[src/rtl/operand_fetch_stage_pkg.sv]
// ============================================================================
// Module : operand_fetch_stage_pkg
// Brief  : Shared widths and constants for the operand fetch stage.
// Rev    : 1.0
// ============================================================================
`default_nettype none

package operand_fetch_stage_pkg;

    localparam int DATA_W_DEF = 32;
    localparam int ADDR_W_DEF = 4;
    localparam int CTRL_W_DEF = 12;

    // R15 reads as PC+8 rather than register-file contents
    localparam logic [3:0] PC_REG = 4'd15;

    localparam logic [CTRL_W_DEF-1:0] BUBBLE_CTRL = '0;

endpackage

`default_nettype wire

[src/rtl/operand_fetch_stage_forward_mux.sv]
// ============================================================================
// Module : operand_forward_mux
// Brief  : Priority select of one source operand: PC+8, EX, MEM, WB, then RF.
// Rev    : 1.0
// ============================================================================
`default_nettype none

module operand_forward_mux
    import operand_fetch_stage_pkg::*;
#(
    parameter int DATA_W = DATA_W_DEF,
    parameter int ADDR_W = ADDR_W_DEF
) (
    input  logic [ADDR_W-1:0] rx,
    input  logic [DATA_W-1:0] pc8,
    input  logic              ex_we,
    input  logic              ex_load,
    input  logic [ADDR_W-1:0] ex_rd,
    input  logic [DATA_W-1:0] ex_data,
    input  logic              mem_we,
    input  logic [ADDR_W-1:0] mem_rd,
    input  logic [DATA_W-1:0] mem_data,
    input  logic              wb_we,
    input  logic [ADDR_W-1:0] wb_rd,
    input  logic [DATA_W-1:0] wb_data,
    input  logic [DATA_W-1:0] rf_data,
    output logic [DATA_W-1:0] operand
);

    always_comb begin
        operand = rf_data;
        if (rx == ADDR_W'(PC_REG)) begin
            operand = pc8;
        end else if (ex_we && !ex_load && (ex_rd == rx)) begin
            // a load's data does not exist yet in EX; the hazard logic stalls instead
            operand = ex_data;
        end else if (mem_we && (mem_rd == rx)) begin
            operand = mem_data;
        end else if (wb_we && (wb_rd == rx)) begin
            operand = wb_data;
        end
    end

endmodule

`default_nettype wire

[src/rtl/operand_fetch_stage.sv]
// ============================================================================
// Module : operand_fetch_stage
// Brief  : Operand forwarding, load-use stall detection and ID/EX register.
// Rev    : 1.0
// ============================================================================
`default_nettype none

module operand_fetch_stage
    import operand_fetch_stage_pkg::*;
#(
    parameter int DATA_W = DATA_W_DEF,
    parameter int ADDR_W = ADDR_W_DEF,
    parameter int CTRL_W = CTRL_W_DEF
) (
    input  logic              clk,
    input  logic              reset,
    input  logic              flush,
    input  logic              id_valid,
    input  logic [CTRL_W-1:0] id_ctrl,
    input  logic [ADDR_W-1:0] id_ra,
    input  logic [ADDR_W-1:0] id_rb,
    input  logic [ADDR_W-1:0] id_rc,
    input  logic [2:0]        id_use,
    input  logic [ADDR_W-1:0] id_rd,
    input  logic [DATA_W-1:0] id_pc8,
    input  logic [DATA_W-1:0] rf_pa,
    input  logic [DATA_W-1:0] rf_pb,
    input  logic [DATA_W-1:0] rf_pc,
    input  logic              ex_fwd_we,
    input  logic              ex_fwd_load,
    input  logic [ADDR_W-1:0] ex_fwd_rd,
    input  logic [DATA_W-1:0] ex_fwd_data,
    input  logic              mem_fwd_we,
    input  logic [ADDR_W-1:0] mem_fwd_rd,
    input  logic [DATA_W-1:0] mem_fwd_data,
    input  logic              wb_fwd_we,
    input  logic [ADDR_W-1:0] wb_fwd_rd,
    input  logic [DATA_W-1:0] wb_fwd_data,
    output logic              stall,
    output logic              ex_valid,
    output logic [CTRL_W-1:0] ex_ctrl,
    output logic [ADDR_W-1:0] ex_rd,
    output logic [DATA_W-1:0] ex_opa,
    output logic [DATA_W-1:0] ex_opb,
    output logic [DATA_W-1:0] ex_opc,
    output logic [15:0]       stall_cnt
);

    localparam logic [15:0] c_cnt_max = 16'hFFFF;

    logic [ADDR_W-1:0]      w_src [3];
    logic [DATA_W-1:0]      w_rf  [3];
    logic [2:0][DATA_W-1:0] w_opnd;
    logic [2:0]             w_match;
    logic                   w_hazard;

    logic              r_valid;
    logic [CTRL_W-1:0] r_ctrl;
    logic [ADDR_W-1:0] r_rd;
    logic [2:0][DATA_W-1:0] r_op;
    logic [15:0]       r_cnt;

    assign w_src[0] = id_ra;
    assign w_src[1] = id_rb;
    assign w_src[2] = id_rc;
    assign w_rf[0]  = rf_pa;
    assign w_rf[1]  = rf_pb;
    assign w_rf[2]  = rf_pc;

    for (genvar i = 0; i < 3; i++) begin : g_opnd
        operand_forward_mux #(
            .DATA_W (DATA_W),
            .ADDR_W (ADDR_W)
        ) u_mux (
            .rx       (w_src[i]),
            .pc8      (id_pc8),
            .ex_we    (ex_fwd_we),
            .ex_load  (ex_fwd_load),
            .ex_rd    (ex_fwd_rd),
            .ex_data  (ex_fwd_data),
            .mem_we   (mem_fwd_we),
            .mem_rd   (mem_fwd_rd),
            .mem_data (mem_fwd_data),
            .wb_we    (wb_fwd_we),
            .wb_rd    (wb_fwd_rd),
            .wb_data  (wb_fwd_data),
            .rf_data  (w_rf[i]),
            .operand  (w_opnd[i])
        );

        assign w_match[i] = id_use[i] && (ex_fwd_rd == w_src[i]) &&
                            (w_src[i] != ADDR_W'(PC_REG));
    end

    assign w_hazard = id_valid && ex_fwd_we && ex_fwd_load && (|w_match);
    assign stall    = reset && !flush && w_hazard;

    always_ff @(posedge clk or negedge reset) begin
        if (!reset) begin
            r_valid <= 1'b0;
            r_ctrl  <= '0;
            r_rd    <= '0;
            r_op    <= '0;
            r_cnt   <= '0;
        end else begin
            if (stall && (r_cnt != c_cnt_max)) begin
                r_cnt <= r_cnt + 16'd1;
            end
            // bubbles leave the operand registers untouched
            if (flush || stall) begin
                r_valid <= 1'b0;
                r_ctrl  <= CTRL_W'(BUBBLE_CTRL);
                r_rd    <= '0;
            end else begin
                r_valid <= id_valid;
                r_ctrl  <= id_ctrl;
                r_rd    <= id_rd;
                r_op    <= w_opnd;
            end
        end
    end

    assign ex_valid  = r_valid;
    assign ex_ctrl   = r_ctrl;
    assign ex_rd     = r_rd;
    assign ex_opa    = r_op[0];
    assign ex_opb    = r_op[1];
    assign ex_opc    = r_op[2];
    assign stall_cnt = r_cnt;

endmodule

`default_nettype wire
[config.mk]
export PLATFORM = sky130hd
export DESIGN_NAME = operand_fetch_stage
export DESIGN_NICKNAME = d
export VERILOG_FILES = /design/src/rtl/operand_fetch_stage_pkg.sv /design/src/rtl/operand_fetch_stage_forward_mux.sv /design/src/rtl/operand_fetch_stage.sv
export SDC_FILE = /design/constraint.sdc
export NUM_CORES = 1
export LEC_CHECK = 0
export CAP_MARGIN = 30
export CORE_MARGIN = 8
export CORE_UTILIZATION = 45
export CTS_BUF_LIST = sky130_fd_sc_hd__clkbuf_2
export CTS_CLUSTER_DIAMETER = 80
export DETAILED_ROUTE_END_ITERATION = 8
export GPL_TIMING_DRIVEN = 0
export PLACE_DENSITY = 0.84
export SLEW_MARGIN = 0
export SYNTH_ARGS = -nofsm -noshare
export SYNTH_HDL_FRONTEND = slang
export SYNTH_SLANG_ARGS = --single-unit
[constraint.sdc]
create_clock -name clk -period 2.54 [get_ports clk]
set_input_delay 0.254 -clock clk [delete_from_list [all_inputs] [get_ports clk]]
set_output_delay 0.254 -clock clk [all_outputs]
set_load 0.01 [all_outputs]
* Yosys cells after proc, flatten, opt, wreduce, memory -nomap -nowiden
Index checks and enable logic that the tools add are counted.
** Storage, ports and cells
- Bits in registers :: 129
- Word-level logic and storage cells :: 65
** Cells by class
- $add $sub $neg :: 1
- Equal/unequal tests :: 16
- Mux-type cells :: 15
- Reduce and logical (&&, ||, !) cells :: 26
** Operators by type and width (count)
- 2-to-1 mux 32 bit :: 12
- == test 4 bit :: 9
- logical AND 1 bit :: 22
- adder 16 x 1 -> 16 bit, second input constant :: 1
- != test 16 bit, second input constant :: 1
- == test 4 bit, second input constant :: 3
- 2-to-1 mux 12 bit :: 1
- != test 4 bit, second input constant :: 3
- 2-to-1 mux 4 bit :: 1
- OR reduction 3 bit :: 1
- logical NOT 1 bit :: 2
- logical OR 1 bit :: 1
- 2-to-1 mux 1 bit :: 1

* Depth between registers and ports, before layout
Gate-level depths: netlist of run 1.
- Depth in word-level cells :: 8
- Mapped depth :: 8
- Mapped depth without buffers :: 7

* Cells and area by module
From an unflattened synthesis of run 1, not the netlist that was laid out.
** Second synthesis, totals
- Cells, all modules :: 960
- Area total of the unflattened synthesis :: 9700.6 um^2
** Modules (own cells, without submodules)
- operand_fetch_stage :: times used 1, cells an instance 333, area an instance 5323.9 um^2, sequential area each 3228.1 um^2
- operand_forward_mux :: times used 3, cells an instance 209, area an instance 1458.9 um^2, sequential area each 0.0 um^2

* Least setup slack after synthesis of run 1
No wires, ideal clock.
- Path type :: input -> register
- Start :: in wb_fwd_rd[3]
- End :: reg r_op, in the netlist ex_opa[1]
- Setup time :: 121 ps
- Data arrival time :: 1795 ps
- Required time :: 2419 ps
- Setup slack :: 624 ps
- Stages :: 7
- Path buffers :: 1
- Cells stage by stage :: nor2b_1 a2111oi_2 clkbuf_1 a31oi_1 a211oi_1 o311ai_1 a22o_1
** On the way
- Word-level cells in the longest chain between the ends :: 6
** RTL lines
- start, declared :: RTL line operand_fetch_stage.sv:37 : input logic [ADDR_W-1:0] wb_fwd_rd,
- == test 4 bit :: RTL line operand_fetch_stage_forward_mux.sv:39 : end else if (wb_we && (wb_rd == rx)) begin
- logical AND 1 bit :: RTL line operand_fetch_stage_forward_mux.sv:39
- 2-to-1 mux 32 bit :: RTL line operand_fetch_stage_forward_mux.sv:39
- 2-to-1 mux 32 bit :: RTL line operand_fetch_stage_forward_mux.sv:37 : end else if (mem_we && (mem_rd == rx)) begin
- 2-to-1 mux 32 bit :: RTL line operand_fetch_stage_forward_mux.sv:34 : end else if (ex_we && !ex_load && (ex_rd == rx)) begin
- 2-to-1 mux 32 bit :: RTL line operand_fetch_stage_forward_mux.sv:32 : if (rx == ADDR_W'(PC_REG)) begin
- end signal, assigned :: RTL line operand_fetch_stage.sv:118 : r_op <= w_opnd;
- end, declared :: RTL line operand_fetch_stage.sv:60 : logic [2:0][DATA_W-1:0] r_op;
Every way passes these cells.
A chain may end at the register's enable or synchronous reset.

* Worst setup path after layout of run 1
- Start :: in wb_fwd_rd[3]
- End :: reg r_op, in the netlist ex_opa[20]
The elaborated chain is that of the path after synthesis.

==> impl_results.html, run 1 <==
<table>
<tr><th>Metric</th><th>Value</th></tr>
<tr><th colspan="2">Die</th></tr>
<tr><td>Initial standard-cell utilization of the core</td><td>46.1%</td></tr>
<tr><td>Floorplan Core Area</td><td>21,100 sq um</td></tr>
<tr><td>Row count</td><td>53</td></tr>
<tr><td>Die boundary width</td><td>~160 microns</td></tr>
<tr><td>Full die area</td><td>26,600 sq um</td></tr>
<tr><td>IO Pins</td><td>405</td></tr>
<tr><td>Floorplan die height</td><td>approximately 160 microns</td></tr>
<tr><th colspan="2">Cells and area</th></tr>
<tr><td>Fraction of layout instances using a drive strength above 1</td><td>approximately 5.3%</td></tr>
<tr><td>Leading cell type in the layout, fill and taps excluded</td><td>clkdlybuf4s50_1</td></tr>
<tr><td>Count of fill cells added during filler insertion</td><td>1,752</td></tr>
<tr><td>Non-filler cells, final</td><td>between 2,000 and 2,500</td></tr>
<tr><td>Final layout net count</td><td>roughly 2,000</td></tr>
<tr><td>P&amp;R area growth vs syn</td><td>51.1%</td></tr>
<tr><td>Commonest non-fill, non-tap cells in the layout</td><td>clkdlybuf4s50_1 (388), nor2_1 (296), dfrtp_1 (129)</td></tr>
<tr><th colspan="2">Clock network</th></tr>
<tr><td>Maximum clock path buffer count</td><td>2</td></tr>
<tr><td>TritonCTS buffer count</td><td>17</td></tr>
<tr><td>TritonCTS clock tree</td><td>done</td></tr>
<tr><td>Clock insertion delay at the later pin of the skew report</td><td>0.78 ns</td></tr>
<tr><td>Clock sinks</td><td>between 100 and 150</td></tr>
<tr><td>Clock-pin slew of the registers on the worst-case setup and hold paths</td><td>0.24 ns</td></tr>
<tr><td>Number of levels in the clock H-tree</td><td>4</td></tr>
<tr><td>Clock root cell</td><td>clkbuf_2</td></tr>
<tr><th colspan="2">Global route</th></tr>
<tr><td>Total Routing Usage GR</td><td>between 30% and 40%</td></tr>
<tr><td>Initial antenna violation count</td><td>5</td></tr>
<tr><td>Maximum number of pins on one net before global-route repair</td><td>74</td></tr>
<tr><td>Residual overflow from global routing</td><td>0</td></tr>
<tr><td>Global-route wire length before repair</td><td>just under 80 mm</td></tr>
<tr><td>Number of global-route vias before repair</td><td>approximately 13,000</td></tr>
<tr><th colspan="2">Setup path</th></tr>
<tr><td>Depth of the worst register-to-register path</td><td>7</td></tr>
<tr><td>Category of the worst setup path launch point</td><td>input port</td></tr>
<tr><td>Internal reg-to-reg setup slack</td><td>roughly 0.28 ns</td></tr>
<tr><td>Reg2Reg Launch Point</td><td>stall_cnt[0]$_DFFE_PN0P_</td></tr>
<tr><td>Critical path data required time</td><td>roughly 3.2 ns</td></tr>
<tr><td>Data arrival time of the worst path</td><td>roughly 3.3 ns</td></tr>
<tr><td>Worst setup path startpoint</td><td>wb_fwd_rd[3]</td></tr>
<tr><td>Reg-to-reg critical path endpoint</td><td>stall_cnt[2]$_DFFE_PN0P_</td></tr>
<tr><td>Crit. End Element</td><td>flip-flop</td></tr>
<tr><td>Largest fanout on the critical path</td><td>10</td></tr>
<tr><td>Type of the setup path with the least slack</td><td>in2reg</td></tr>
<tr><td>Critical path destination</td><td>ex_opa[20]$_DFFE_PN0N_</td></tr>
<tr><th colspan="2">Logic synthesis</th></tr>
<tr><td>Primary FF master, synth</td><td>dfrtp_1</td></tr>
<tr><td>Post-synth ARST share</td><td>between 90% and 100%</td></tr>
<tr><td>Syn_nets</td><td>between 1,500 and 2,000</td></tr>
<tr><td>Flip-flop and latch count after synthesis</td><td>roughly 130</td></tr>
<tr><td>Synthesized area</td><td>~9700 sq um</td></tr>
<tr><td>Number of flops mapped to enable cells by yosys</td><td>0</td></tr>
<tr><td>Post-synthesis sequential area ratio</td><td>33.2%</td></tr>
<tr><td>Number of standard cells after synthesis</td><td>roughly 1,300</td></tr>
<tr><td>Mapped Avg Cell Area</td><td>~7.6 sq um</td></tr>
<tr><td>Yosys synthesis warning count</td><td>0</td></tr>
<tr><td>Count of unique library cells instantiated by Yosys</td><td>38</td></tr>
<tr><th colspan="2">Power</th></tr>
<tr><td>Switching power as a share of total power</td><td>38.0%</td></tr>
<tr><td>Maximum ir drop on the vdd rail</td><td>around 260 uV</td></tr>
<tr><td>Overall power of the completed layout</td><td>between 0.006 and 0.007 W</td></tr>
<tr><td>Portion of total power attributed to sequential cells</td><td>approximately two fifths</td></tr>
<tr><td>Sw power</td><td>~0.0025 W</td></tr>
<tr><td>Internal cell power</td><td>~0.004 W</td></tr>
<tr><td>Clock power share</td><td>between 20 and 25%</td></tr>
<tr><td>Cell area power density</td><td>around 440 nW/um^2</td></tr>
<tr><td>Share of power burned in combinational logic</td><td>~40%</td></tr>
<tr><td>Leakage Power</td><td>just over 6 nW</td></tr>
<tr><th colspan="2">Placement</th></tr>
<tr><td>Routability congestion estimate</td><td>approximately 0.97</td></tr>
<tr><td>Post-DP HPWL</td><td>38.9 mm</td></tr>
<tr><td>Placed insts</td><td>1,957</td></tr>
<tr><td>Port buffer count</td><td>404</td></tr>
<tr><th colspan="2">Detailed routing</th></tr>
<tr><td>Drt pass-1 iters</td><td>7</td></tr>
<tr><td>Routed wire length per instance</td><td>~26 microns</td></tr>
<tr><td>Post-DRT Antenna Nets</td><td>0</td></tr>
<tr><td>DRC violations left</td><td>0</td></tr>
<tr><td>Detailed-route vias per instance</td><td>between 6 and 7</td></tr>
<tr><td>Total routed wirelength</td><td>about 53 mm</td></tr>
<tr><td>Total via count in the routed design</td><td>13,100</td></tr>
<tr><td>First DRT Iteration DRCs</td><td>1,658</td></tr>
<tr><th colspan="2">STA</th></tr>
<tr><td>Crit path setup slack, layout</td><td>-0.0490 ns</td></tr>
<tr><td>Maximum clock skew at final layout</td><td>just over 0.03 ns</td></tr>
<tr><td>Final setup fails</td><td>4</td></tr>
<tr><td>Clock period minus final worst setup slack</td><td>2.59 ns</td></tr>
<tr><td>Final cycle utilization of the critical path</td><td>102%</td></tr>
<tr><td>Highest attainable clock frequency</td><td>between 0.3 and 0.4 GHz</td></tr>
<tr><td>Transition time at the pin with the least slew margin</td><td>1.07 ns</td></tr>
<tr><td>Remaining max-slew budget at the tightest pin</td><td>around 29%</td></tr>
<tr><td>Total count of hold-check failures in the final report</td><td>0</td></tr>
<tr><td>Final slew viol count</td><td>0</td></tr>
<tr><th colspan="2">Worst hold path</th></tr>
<tr><td>Min-Delay Path Class</td><td>in2reg</td></tr>
<tr><th colspan="2">Run</th></tr>
<tr><td>Total of max-cap violations</td><td>0</td></tr>
<tr><th colspan="2">Run status</th></tr>
<tr><td>Status</td><td>finished, violations left</td></tr>
<tr><td>Failing checks</td><td>negative setup slack</td></tr>
</table>
[logic make-up after synthesis]
group / count (synthesis) / synth area share (%)
adder cells (fa/ha/maj): 1 / 0.129
AND/OR/NAND/NOR: 477 / 20.1
multiplexers: 1 / 0.116
buffers and inverters: 233 / 10.7
flip-flops: 129 / 33.2
XOR/XNOR: 41 / 3.69
AO/OA/AOI/OAI: 395 / 32.0
[critical path, stage by stage]
cell             delay (ns)
clkdlybuf4s50_1        0.48
nor2b_1                0.18
a2111oi_2              0.96
clkbuf_1               0.53
a31oi_1                0.16
a211oi_1               0.33
o311ai_1               0.14
a22o_1                 0.22
[what timing repair did]
action                                 4_1_cts  5_1_grt
pin swaps                                    1        3
hold buffers                                11        4
setup buffers                                1        4
setup endpoints to repair                   17       26
endpoints found under the hold margin      133        4
resized for setup                           19        6
[per-layer routing]
layer	part of all wire, %	global-route usage (%)	up-vias
met2	45	59.7	1199
met4	6.2	21.0	4
met1	36	44.6	6079
li1	-	-	5493
met3	13	12.6	291
met5	0.076	0	-
[power groups by stage]
stage	clock network, W	logic [W]	registers, W
2_1_floorplan	0	0.000889	0.00259
3_3_place_gp	0	0.00243	0.00251
3_5_place_dp	0	0.00247	0.00251
4_1_cts	0.00143	0.00251	0.00248
5_1_grt	0.00151	0.00270	0.00250
6_report	0.00145	0.00257	0.00249
[state kept, by name (all words and copies together), names as in the netlist]
name	count
ex_ctrl	12
ex_opc	32
ex_rd	4
stall_cnt	16
ex_opa	32
ex_valid	1
ex_opb	32
[stage by stage]
stage / hold slack, ns / instance area (sq um) / worst slack (ns) / setup TNS [ns] / utilization [%]
floorplan: -0.0416 / 9720 / 0.624 / 0 / -
global placement: 0.487 / 14100 / -5.09 / -1157.54 / 66.9
detailed placement: 0.275 / 14100 / -0.966 / -71.77 / 67.0
CTS: 0.00560 / 14600 / 0.0401 / 0 / 69.2
global route: 0.0108 / 14700 / -0.00158 / -0.00158 / 69.6
finish: 0.0556 / 14700 / -0.0490 / -0.107 / 69.7
[worst min path at each step]
| stage | from | cells past startpoint | endpoint |
|---|---|---|---|
| floorplan | reset | 0 | ex_ctrl[0]$_DFF_PN0_ |
| global placement | stall_cnt[15]$_DFFE_PN0P_ | 1 | stall_cnt[15]$_DFFE_PN0P_ |
| detailed placement | reset | 1 | ex_opa[4]$_DFFE_PN0N_ |
| CTS | id_rd[0] | 2 | ex_rd[0]$_DFF_PN0_ |
| global route | id_ctrl[10] | 2 | ex_ctrl[10]$_DFF_PN0_ |
| finish | id_rd[2] | 2 | ex_rd[2]$_DFF_PN0_ |
[cell usage after synthesis, types with 5 or more instances]
| cell type | n | area [sq um] |
|---|---|---|
| a31oi_1 | 97 | 607 |
| xor2_1 | 10 | 87.6 |
| clkbuf_1 | 80 | 300 |
| nor2b_1 | 8 | 50.1 |
| nand4_1 | 7 | 43.8 |
| buf_2 | 23 | 115 |
| buf_12 | 6 | 120 |
| nor2_1 | 296 | 1110 |
| a22o_1 | 96 | 841 |
| o311ai_1 | 96 | 841 |
| and3_1 | 23 | 144 |
| buf_1 | 10 | 37.5 |
| dfrtp_1 | 129 | 3230 |
| nand3_1 | 16 | 80.1 |
| inv_1 | 107 | 402 |
| a211oi_1 | 96 | 721 |
| buf_6 | 5 | 56.3 |
| xnor2_1 | 31 | 272 |
| nor3_1 | 5 | 25.0 |
| nand2_1 | 109 | 409 |
[area by class of cell]
class	instances	area, sq um	area share [%]
clock inverters	15	160	1.09
repair buffers	425	4340	29.5
multi-input cells	915	5470	37.3
plain buffers	124	633	4.31
clock buffers	17	85.1	0.579
inverters	109	410	2.79
diodes	6	15.0	0.102
well taps	275	344	2.34
flip-flops and latches	129	3230	22.0
Power figures use the tool's default switching activity.
==> run 2: changes to the inputs <==
--- a/config.mk
+++ b/config.mk
@@ -11,7 +11,6 @@
 export CTS_BUF_LIST = sky130_fd_sc_hd__clkbuf_2
 export CTS_CLUSTER_DIAMETER = 80
 export DETAILED_ROUTE_END_ITERATION = 8
-export GPL_TIMING_DRIVEN = 0
 export PLACE_DENSITY = 0.84
 export SLEW_MARGIN = 0
 export SYNTH_ARGS = -nofsm -noshare
==> run 2 against run 1 <==
Effect of this change:
- the run now ends clean
- critical endpoint is now stall_cnt[2]$_DFFE_PN0P_
- power fell by 0.22%
- maximum frequency rose by 19%
- combinational power rose by 2%
- critical path type is now reg2reg
- largest power group unchanged
==> impl_results.html, run 2 (synthesis results as in run 1) <==
<table>
<tr><th>Metric</th><th>Value</th></tr>
<tr><th colspan="2">Detailed routing</th></tr>
<tr><td>Detailed-route vias per instance</td><td>about 6.4</td></tr>
<tr><td>First DRT Iteration DRCs</td><td>between 1,000 and 1,500</td></tr>
<tr><td>Post-DRT Antenna Nets</td><td>0</td></tr>
<tr><td>Routed wire length per instance</td><td>between 20 and 25 microns</td></tr>
<tr><td>Drt pass-1 iters</td><td>6</td></tr>
<tr><td>Total routed wirelength</td><td>48.5 mm</td></tr>
<tr><td>DRC violations left</td><td>0</td></tr>
<tr><td>Total via count in the routed design</td><td>around 13,000</td></tr>
<tr><th colspan="2">Die</th></tr>
<tr><td>Floorplan die height</td><td>approximately 160 microns</td></tr>
<tr><td>Initial standard-cell utilization of the core</td><td>a little under half</td></tr>
<tr><td>Die boundary width</td><td>between 150 and 200 microns</td></tr>
<tr><td>IO Pins</td><td>405</td></tr>
<tr><td>Full die area</td><td>approximately 27,000 sq um</td></tr>
<tr><td>Floorplan Core Area</td><td>21,100 sq um</td></tr>
<tr><td>Row count</td><td>53</td></tr>
<tr><th colspan="2">Clock network</th></tr>
<tr><td>Clock-pin slew of the registers on the worst-case setup and hold paths</td><td>0.24 ns</td></tr>
<tr><td>Number of levels in the clock H-tree</td><td>4</td></tr>
<tr><td>Clock root cell</td><td>clkbuf_2</td></tr>
<tr><td>Clock sinks</td><td>between 100 and 150</td></tr>
<tr><td>TritonCTS buffer count</td><td>17</td></tr>
<tr><td>Clock insertion delay at the later pin of the skew report</td><td>approximately 0.74 ns</td></tr>
<tr><td>Maximum clock path buffer count</td><td>2</td></tr>
<tr><td>TritonCTS clock tree</td><td>done</td></tr>
<tr><th colspan="2">STA</th></tr>
<tr><td>Clock period minus final worst setup slack</td><td>between 2 and 2.5 ns</td></tr>
<tr><td>Maximum clock skew at final layout</td><td>between 0.02 and 0.025 ns</td></tr>
<tr><td>Highest attainable clock frequency</td><td>around 0.46 GHz</td></tr>
<tr><td>Worst hold-check slack</td><td>~0.097 ns</td></tr>
<tr><td>Remaining max-slew budget at the tightest pin</td><td>a little over two fifths</td></tr>
<tr><td>Unrepaired setup endpoints after global routing</td><td>false</td></tr>
<tr><td>Final slew viol count</td><td>0</td></tr>
<tr><td>Crit path setup slack, layout</td><td>0.371 ns</td></tr>
<tr><td>Transition time at the pin with the least slew margin</td><td>between 0.8 and 0.9 ns</td></tr>
<tr><td>Final cycle utilization of the critical path</td><td>a little under nine tenths</td></tr>
<tr><td>Total count of hold-check failures in the final report</td><td>0</td></tr>
<tr><td>Final setup fails</td><td>0</td></tr>
<tr><th colspan="2">Power</th></tr>
<tr><td>Leakage Power</td><td>around 6.4 nW</td></tr>
<tr><td>Maximum ir drop on the vdd rail</td><td>309 uV</td></tr>
<tr><td>Cell area power density</td><td>roughly 430 nW/um^2</td></tr>
<tr><th colspan="2">Setup path</th></tr>
<tr><td>Internal reg-to-reg setup slack</td><td>roughly 0.37 ns</td></tr>
<tr><td>Largest fanout on the critical path</td><td>5</td></tr>
<tr><td>Data arrival time of the worst path</td><td>between 2 and 3 ns</td></tr>
<tr><td>Critical path data required time</td><td>approximately 3.2 ns</td></tr>
<tr><td>Type of the setup path with the least slack</td><td>reg2reg</td></tr>
<tr><td>Crit. End Element</td><td>flip-flop</td></tr>
<tr><td>Category of the worst setup path launch point</td><td>flip-flop</td></tr>
<tr><th colspan="2">Cells and area</th></tr>
<tr><td>Final std cell area, no fill</td><td>about 15,000 sq um</td></tr>
<tr><td>Commonest non-fill, non-tap cells in the layout</td><td>clkdlybuf4s50_1 (389), nor2_1 (291), dfrtp_1 (129)</td></tr>
<tr><td>P&amp;R area growth vs syn</td><td>54.7%</td></tr>
<tr><td>Leading cell type in the layout, fill and taps excluded</td><td>clkdlybuf4s50_1</td></tr>
<tr><td>Count of fill cells added during filler insertion</td><td>between 1,500 and 2,000</td></tr>
<tr><td>Fraction of layout instances using a drive strength above 1</td><td>about a tenth</td></tr>
<tr><td>Final layout net count</td><td>between 1,500 and 2,000</td></tr>
<tr><th colspan="2">Run status</th></tr>
<tr><td>Status</td><td>finished, final reports clean</td></tr>
<tr><th colspan="2">Placement</th></tr>
<tr><td>Placement-stage cell area</td><td>about 15,000 sq um</td></tr>
<tr><td>Routability congestion estimate</td><td>about 1</td></tr>
<tr><td>Port buffer count</td><td>a little over 400</td></tr>
<tr><td>Post-DP HPWL</td><td>about 35 mm</td></tr>
<tr><td>Setup slack at placement</td><td>-0.277 ns</td></tr>
<tr><th colspan="2">Global route</th></tr>
<tr><td>Number of global-route vias before repair</td><td>approximately 13,000</td></tr>
<tr><td>Initial antenna violation count</td><td>5</td></tr>
<tr><td>Global-route wire length before repair</td><td>72.2 mm</td></tr>
<tr><td>Maximum number of pins on one net before global-route repair</td><td>130</td></tr>
<tr><td>Total Routing Usage GR</td><td>between 30% and 40%</td></tr>
<tr><td>Residual overflow from global routing</td><td>0</td></tr>
<tr><th colspan="2">Run</th></tr>
<tr><td>Total of max-cap violations</td><td>0</td></tr>
<tr><th colspan="2">Worst hold path</th></tr>
<tr><td>Min-Delay Path Class</td><td>in2reg</td></tr>
</table>
==> run 2: cell types whose count changed in the layout (fill, tap and decap cells not counted), sizes merged, moves of 2 or more <==
cell	delta
diode	-2
buf	+50
clkbuf	-81
dlygate4sd3	-2
dlymetal6s2s	+9
dlygate4sd2	-10
==> run 2: routing by layer <==
metal	vias to the layer above	wire length (microns)	part of all wire [%]	GRT usage [%]
li1	5434	-	-	-
met2	1100	22300	46	55.8
met5	-	15	0.031	0
met4	2	2730	5.6	19.5
met3	219	6130	13	11.4
met1	5880	17300	36	40.6
==> run 2: final timing paths <==
check / to / cells after the start / startpoint
worst min register to register: stall_cnt[15]$_DFFE_PN0P_ / 1 / stall_cnt[15]$_DFFE_PN0P_
worst min-delay path: ex_ctrl[1]$_DFF_PN0_ / 2 / id_ctrl[1]
worst max register to register: stall_cnt[2]$_DFFE_PN0P_ / 8 / stall_cnt[0]$_DFFE_PN0P_
worst max-delay path: stall_cnt[2]$_DFFE_PN0P_ / 8 / stall_cnt[0]$_DFFE_PN0P_
max in group asynchronous: ex_opb[17]$_DFFE_PN0N_ / 3 / reset
min in group asynchronous: ex_opb[15]$_DFFE_PN0N_ / 3 / reset
==> run 2: area by class of cell <==
cell class	count	area [sq um]	area share (%)
inverters	109	409	2.72
clock buffers	17	85.1	0.566
well taps	275	344	2.29
repair buffers	516	5240	34.8
flip-flops and latches	129	3230	21.5
diodes	4	10.0	0.0666
clock inverters	15	159	1.06
multi-input cells	915	5570	37.0
==> run 2: power by group <==
part / switching, W / total (W) / leakage, nW / internal, W
Combinational: 0.00121 / 0.00261 / 4.72 / 0.00140
Sequential: 0.000174 / 0.00248 / 1.58 / 0.00230
Clock: 0.00100 / 0.00140 / 0.141 / 0.000402
Total: 0.00238 / 0.00649 / 6.44 / 0.00411
==> run 2: worst max-delay path, stage by stage, from the launching register on <==
cell      delay [ns]
dfrtp_1         0.46
ha_1            0.21
and3_1          0.18
nand3_1         0.16
nor3b_1         0.55
buf_4           0.24
nor2b_1         0.06
a21oi_1         0.17
nand2b_1        0.12
==> run 2: repair_timing <==
action                                  4_1_cts  5_1_grt
pin swaps                                     1        4
cloned                                        0        0
gates resized for setup                       5       10
buffers inserted                              1        3
hold endpoints to repair                    133        3
endpoints found under the setup margin        1        1
hold buffers                                  5        3
==> run 2: through the flow <==
stage / std cells / utilization, % / TNS, ns / power, W
2_1_floorplan: 1277 / - / 0 / 0.00348
3_3_place_gp: 1932 / 69.5 / -12.02 / 0.00502
3_5_place_dp: 1932 / 69.5 / -20.38 / 0.00507
4_1_cts: 1970 / 70.9 / 0 / 0.00647
5_1_grt: 1980 / 71.3 / 0 / 0.00676
6_report: 1980 / 71.3 / 0 / 0.00649
==> run 3: changes to the inputs <==
--- a/config.mk
+++ b/config.mk
@@ -5,13 +5,15 @@
 export SDC_FILE = /design/constraint.sdc
 export NUM_CORES = 1
 export LEC_CHECK = 0
+export ABC_AREA = 1
 export CAP_MARGIN = 30
 export CORE_MARGIN = 8
-export CORE_UTILIZATION = 45
+export CORE_UTILIZATION = 46
 export CTS_BUF_LIST = sky130_fd_sc_hd__clkbuf_2
 export CTS_CLUSTER_DIAMETER = 80
 export DETAILED_ROUTE_END_ITERATION = 8
 export PLACE_DENSITY = 0.84
+export SKIP_CTS_REPAIR_TIMING = 1
 export SLEW_MARGIN = 0
 export SYNTH_ARGS = -nofsm -noshare
 export SYNTH_HDL_FRONTEND = slang
==> run 3 against run 2 <==
Effect of this change:
- first-iteration DRC count increased by 42%
- highest routed layer unchanged
- clock skew increased by 0.016 ns
- global-route usage increased by 1.6 points
- register-to-register slack got worse by 0.02 ns
- hold slack improved by 0.019 ns
- synthesized cell count increased by 41%
- worst setup slack got worse by 0.27 ns
==> impl_results.html, run 3 <==
<table>
<tr><th>Metric</th><th>Value</th></tr>
<tr><th colspan="2">Run status</th></tr>
<tr><td>Status</td><td>finished, final reports clean</td></tr>
<tr><th colspan="2">Detailed routing</th></tr>
<tr><td>DRC violations left</td><td>0</td></tr>
<tr><td>Post-DRT Antenna Nets</td><td>0</td></tr>
<tr><td>Total via count in the routed design</td><td>14,100</td></tr>
<tr><td>First DRT Iteration DRCs</td><td>around 1,800</td></tr>
<tr><td>Detailed-route vias per instance</td><td>between 5 and 6</td></tr>
<tr><td>Routed wire length per instance</td><td>approximately 21 microns</td></tr>
<tr><td>Total routed wirelength</td><td>approximately 52 mm</td></tr>
<tr><td>Drt pass-1 iters</td><td>8</td></tr>
<tr><th colspan="2">Global route</th></tr>
<tr><td>Global-route wire length before repair</td><td>between 70 and 80 mm</td></tr>
<tr><td>Maximum number of pins on one net before global-route repair</td><td>130</td></tr>
<tr><td>Initial antenna violation count</td><td>17</td></tr>
<tr><td>Number of global-route vias before repair</td><td>roughly 13,000</td></tr>
<tr><td>Residual overflow from global routing</td><td>0</td></tr>
<tr><td>Total Routing Usage GR</td><td>between 30% and 40%</td></tr>
<tr><th colspan="2">Logic synthesis</th></tr>
<tr><td>Number of standard cells after synthesis</td><td>roughly 1,800</td></tr>
<tr><td>Post-synth ARST share</td><td>between 90% and 100%</td></tr>
<tr><td>Biggest area contributors in the synthesized netlist</td><td>dfrtp_1 (31%), nand2_1 (25%), nor2_1 (15%)</td></tr>
<tr><td>Yosys synthesis warning count</td><td>0</td></tr>
<tr><td>Most instantiated cells after synthesis</td><td>nand2_1 (692), nor2_1 (425), dfrtp_1 (129)</td></tr>
<tr><td>Mapped Avg Cell Area</td><td>around 5.8 sq um</td></tr>
<tr><td>Synthesized area</td><td>~10,000 sq um</td></tr>
<tr><td>Number of flops mapped to enable cells by yosys</td><td>0</td></tr>
<tr><td>Fraction of post-synthesis cell area in the top cell type by area</td><td>between 30% and 40%</td></tr>
<tr><td>Count of unique library cells instantiated by Yosys</td><td>24</td></tr>
<tr><td>Post-synthesis sequential area ratio</td><td>31.1%</td></tr>
<tr><td>Most used standard cell by instance count after synthesis</td><td>nand2_1</td></tr>
<tr><td>Primary FF master, synth</td><td>dfrtp_1</td></tr>
<tr><td>Post-synthesis cell type with the largest combined area</td><td>dfrtp_1</td></tr>
<tr><td>Flip-flop and latch count after synthesis</td><td>between 100 and 150</td></tr>
<tr><td>Syn_nets</td><td>about 2,100</td></tr>
<tr><th colspan="2">Die</th></tr>
<tr><td>Row count</td><td>55</td></tr>
<tr><td>IO Pins</td><td>between 400 and 500</td></tr>
<tr><td>Full die area</td><td>approximately 28,000 sq um</td></tr>
<tr><td>Die boundary width</td><td>approximately 170 microns</td></tr>
<tr><td>Initial standard-cell utilization of the core</td><td>between 40% and 50%</td></tr>
<tr><td>Floorplan Core Area</td><td>roughly 22,000 sq um</td></tr>
<tr><td>Floorplan die height</td><td>166 microns</td></tr>
<tr><th colspan="2">Cells and area</th></tr>
<tr><td>Utilization after layout</td><td>around 70%</td></tr>
<tr><td>Sequential cell area in the final layout</td><td>about 3200 sq um</td></tr>
<tr><td>Non-filler cells, final</td><td>about 2,500</td></tr>
<tr><td>Commonest non-fill, non-tap cells in the layout</td><td>nand2_1 (690), nor2_1 (416), clkdlybuf4s50_1 (396)</td></tr>
<tr><td>Count of fill cells added during filler insertion</td><td>around 1,900</td></tr>
<tr><td>P&amp;R area growth vs syn</td><td>51.5%</td></tr>
<tr><td>Area of the multi-input gates</td><td>6540 sq um</td></tr>
<tr><td>Final std cell area, no fill</td><td>15,700 sq um</td></tr>
<tr><td>Final layout net count</td><td>2,482</td></tr>
<tr><td>Leading cell type in the layout, fill and taps excluded</td><td>nand2_1</td></tr>
<tr><td>Fraction of layout instances using a drive strength above 1</td><td>roughly 7.3%</td></tr>
<tr><th colspan="2">Clock network</th></tr>
<tr><td>Maximum clock path buffer count</td><td>2</td></tr>
<tr><td>Clock root cell</td><td>clkbuf_2</td></tr>
<tr><td>Clock sinks</td><td>~130</td></tr>
<tr><td>Number of levels in the clock H-tree</td><td>4</td></tr>
<tr><td>Clock-pin slew of the registers on the worst-case setup and hold paths</td><td>approximately 0.24 ns</td></tr>
<tr><td>Clock insertion delay at the later pin of the skew report</td><td>approximately 0.77 ns</td></tr>
<tr><td>TritonCTS buffer count</td><td>17</td></tr>
<tr><td>TritonCTS clock tree</td><td>done</td></tr>
<tr><th colspan="2">Setup path</th></tr>
<tr><td>Category of the worst setup path launch point</td><td>input port</td></tr>
<tr><td>Critical path data required time</td><td>approximately 2.3 ns</td></tr>
<tr><td>Data arrival time of the worst path</td><td>between 2 and 2.5 ns</td></tr>
<tr><td>Largest fanout on the critical path</td><td>5</td></tr>
<tr><td>Crit. End Element</td><td>output port</td></tr>
<tr><td>Type of the setup path with the least slack</td><td>in2out</td></tr>
<tr><th colspan="2">STA</th></tr>
<tr><td>Maximum clock skew at final layout</td><td>roughly 0.04 ns</td></tr>
<tr><td>Summed negative setup slack over all endpoints</td><td>0 ns</td></tr>
<tr><td>Transition time at the pin with the least slew margin</td><td>0.779 ns</td></tr>
<tr><td>Unrepaired setup endpoints after global routing</td><td>false</td></tr>
<tr><td>Final setup fails</td><td>0</td></tr>
<tr><td>Clock period minus final worst setup slack</td><td>around 2.4 ns</td></tr>
<tr><td>Total count of hold-check failures in the final report</td><td>0</td></tr>
<tr><td>Final cycle utilization of the critical path</td><td>96.2%</td></tr>
<tr><td>Remaining max-slew budget at the tightest pin</td><td>48.1%</td></tr>
<tr><td>Highest attainable clock frequency</td><td>0.409 GHz</td></tr>
<tr><td>Worst hold-check slack</td><td>between 0.1 and 0.15 ns</td></tr>
<tr><td>Final slew viol count</td><td>0</td></tr>
<tr><th colspan="2">Power</th></tr>
<tr><td>Leakage Power</td><td>7.92 nW</td></tr>
<tr><td>Maximum ir drop on the vdd rail</td><td>about 260 uV</td></tr>
<tr><td>Cell area power density</td><td>slightly above 400 nW/um^2</td></tr>
<tr><th colspan="2">Placement</th></tr>
<tr><td>Placed insts</td><td>approximately 2,500</td></tr>
<tr><td>Post-DP HPWL</td><td>between 30 and 40 mm</td></tr>
<tr><td>Placement-stage cell area</td><td>~15,000 sq um</td></tr>
<tr><td>Port buffer count</td><td>between 400 and 500</td></tr>
<tr><td>Routability congestion estimate</td><td>roughly 0.95</td></tr>
<tr><th colspan="2">Worst hold path</th></tr>
<tr><td>Min-Delay Path Class</td><td>in2reg</td></tr>
<tr><th colspan="2">Run</th></tr>
<tr><td>Total of max-cap violations</td><td>0</td></tr>
</table>
==> run 3: cell types whose count changed in the layout (fill, tap and decap cells not counted), moves of 95 or more <==
cell	before	now
a211oi_1	96	0
a21oi_1	1	96
a22o_1	96	0
a31oi_1	97	0
nand2_1	109	690
nand3_1	16	121
nor2_1	291	416
o311ai_1	96	0
==> run 3: stage by stage <==
stage | setup slack [ns] | total power, W
after floorplan | 0.812 | 0.00336
after global placement | -0.115 | 0.00482
after detailed placement | -0.0949 | 0.00484
after CTS | -0.0955 | 0.00632
after global routing | 0.00914 | 0.00667
final | 0.0961 | 0.00637
==> run 3: logic make-up (layout without fill, tap and decap cells) <==
| logic type | Yosys count | after routing | share of synthesized area (%) |
|---|---|---|---|
| AND/OR/NAND/NOR | 1365 | 1365 | 54.6 |
| adder cells (fa/ha/maj) | 1 | 1 | 0.120 |
| XOR/XNOR | 23 | 23 | 1.94 |
| AO/OA/AOI/OAI | 107 | 107 | 5.15 |
| buffers and inverters | 170 | 594 | 7.14 |
| flip-flops | 129 | 129 | 31.1 |
| other | 0 | 14 | 0 |
==> run 3: area by class of cell <==
class,instances,share of cell area (%)
Clock inverter,14,1.07
Clock buffer,18,0.572
Tap cell,285,2.26
Sequential cell,129,20.5
Inverter,54,1.29
Timing Repair Buffer,508,32.5
Multi-Input combinational cell,1496,41.5
Antenna cell,14,0.223
==> run 3: path summary, 6_finish.rpt <==
path	from	to	slack, ns	cells past startpoint
max	id_ra[3]	stall	0.1	10
min	id_valid	ex_valid$_DFF_PN0_	0.12	3
max reg2reg	stall_cnt[1]$_DFFE_PN0P_	stall_cnt[2]$_DFFE_PN0P_	0.35	8
min reg2reg	ex_opa[4]$_DFFE_PN0N_	ex_opa[4]$_DFFE_PN0N_	0.51	2
max in group asynchronous	reset	ex_opa[18]$_DFFE_PN0N_	1.76	3
min in group asynchronous	reset	ex_opc[26]$_DFFE_PN0N_	0.15	3
==> run 3: power by group <==
group	leakage [nW]	total (W)	internal, W	switching (W)
Sequential	1.61	0.00242	0.00227	0.000150
Clock	0.148	0.00151	0.000492	0.00101
Combinational	6.16	0.00244	0.00119	0.00125
Total	7.92	0.00637	0.00396	0.00242
==> run 3: metal layers <==
metal | up-vias | GRT usage, % | share of wire, %
met5 | - | 0 | 0.15
met4 | 8 | 19.5 | 5.4
met3 | 229 | 12.3 | 12
met2 | 1003 | 57.6 | 45
met1 | 6295 | 43.5 | 37
li1 | 6534 | - | -
==> run 3: worst max-delay path, stage by stage <==
cell	delay, ns
clkdlybuf4s50_1	0.58
inv_2	0.05
nand2_1	0.05
nand2_1	0.05
nor2_1	0.16
nand3_1	0.10
nand3_1	0.17
nand2_4	0.13
inv_1	0.09
clkdlybuf4s50_1	0.54
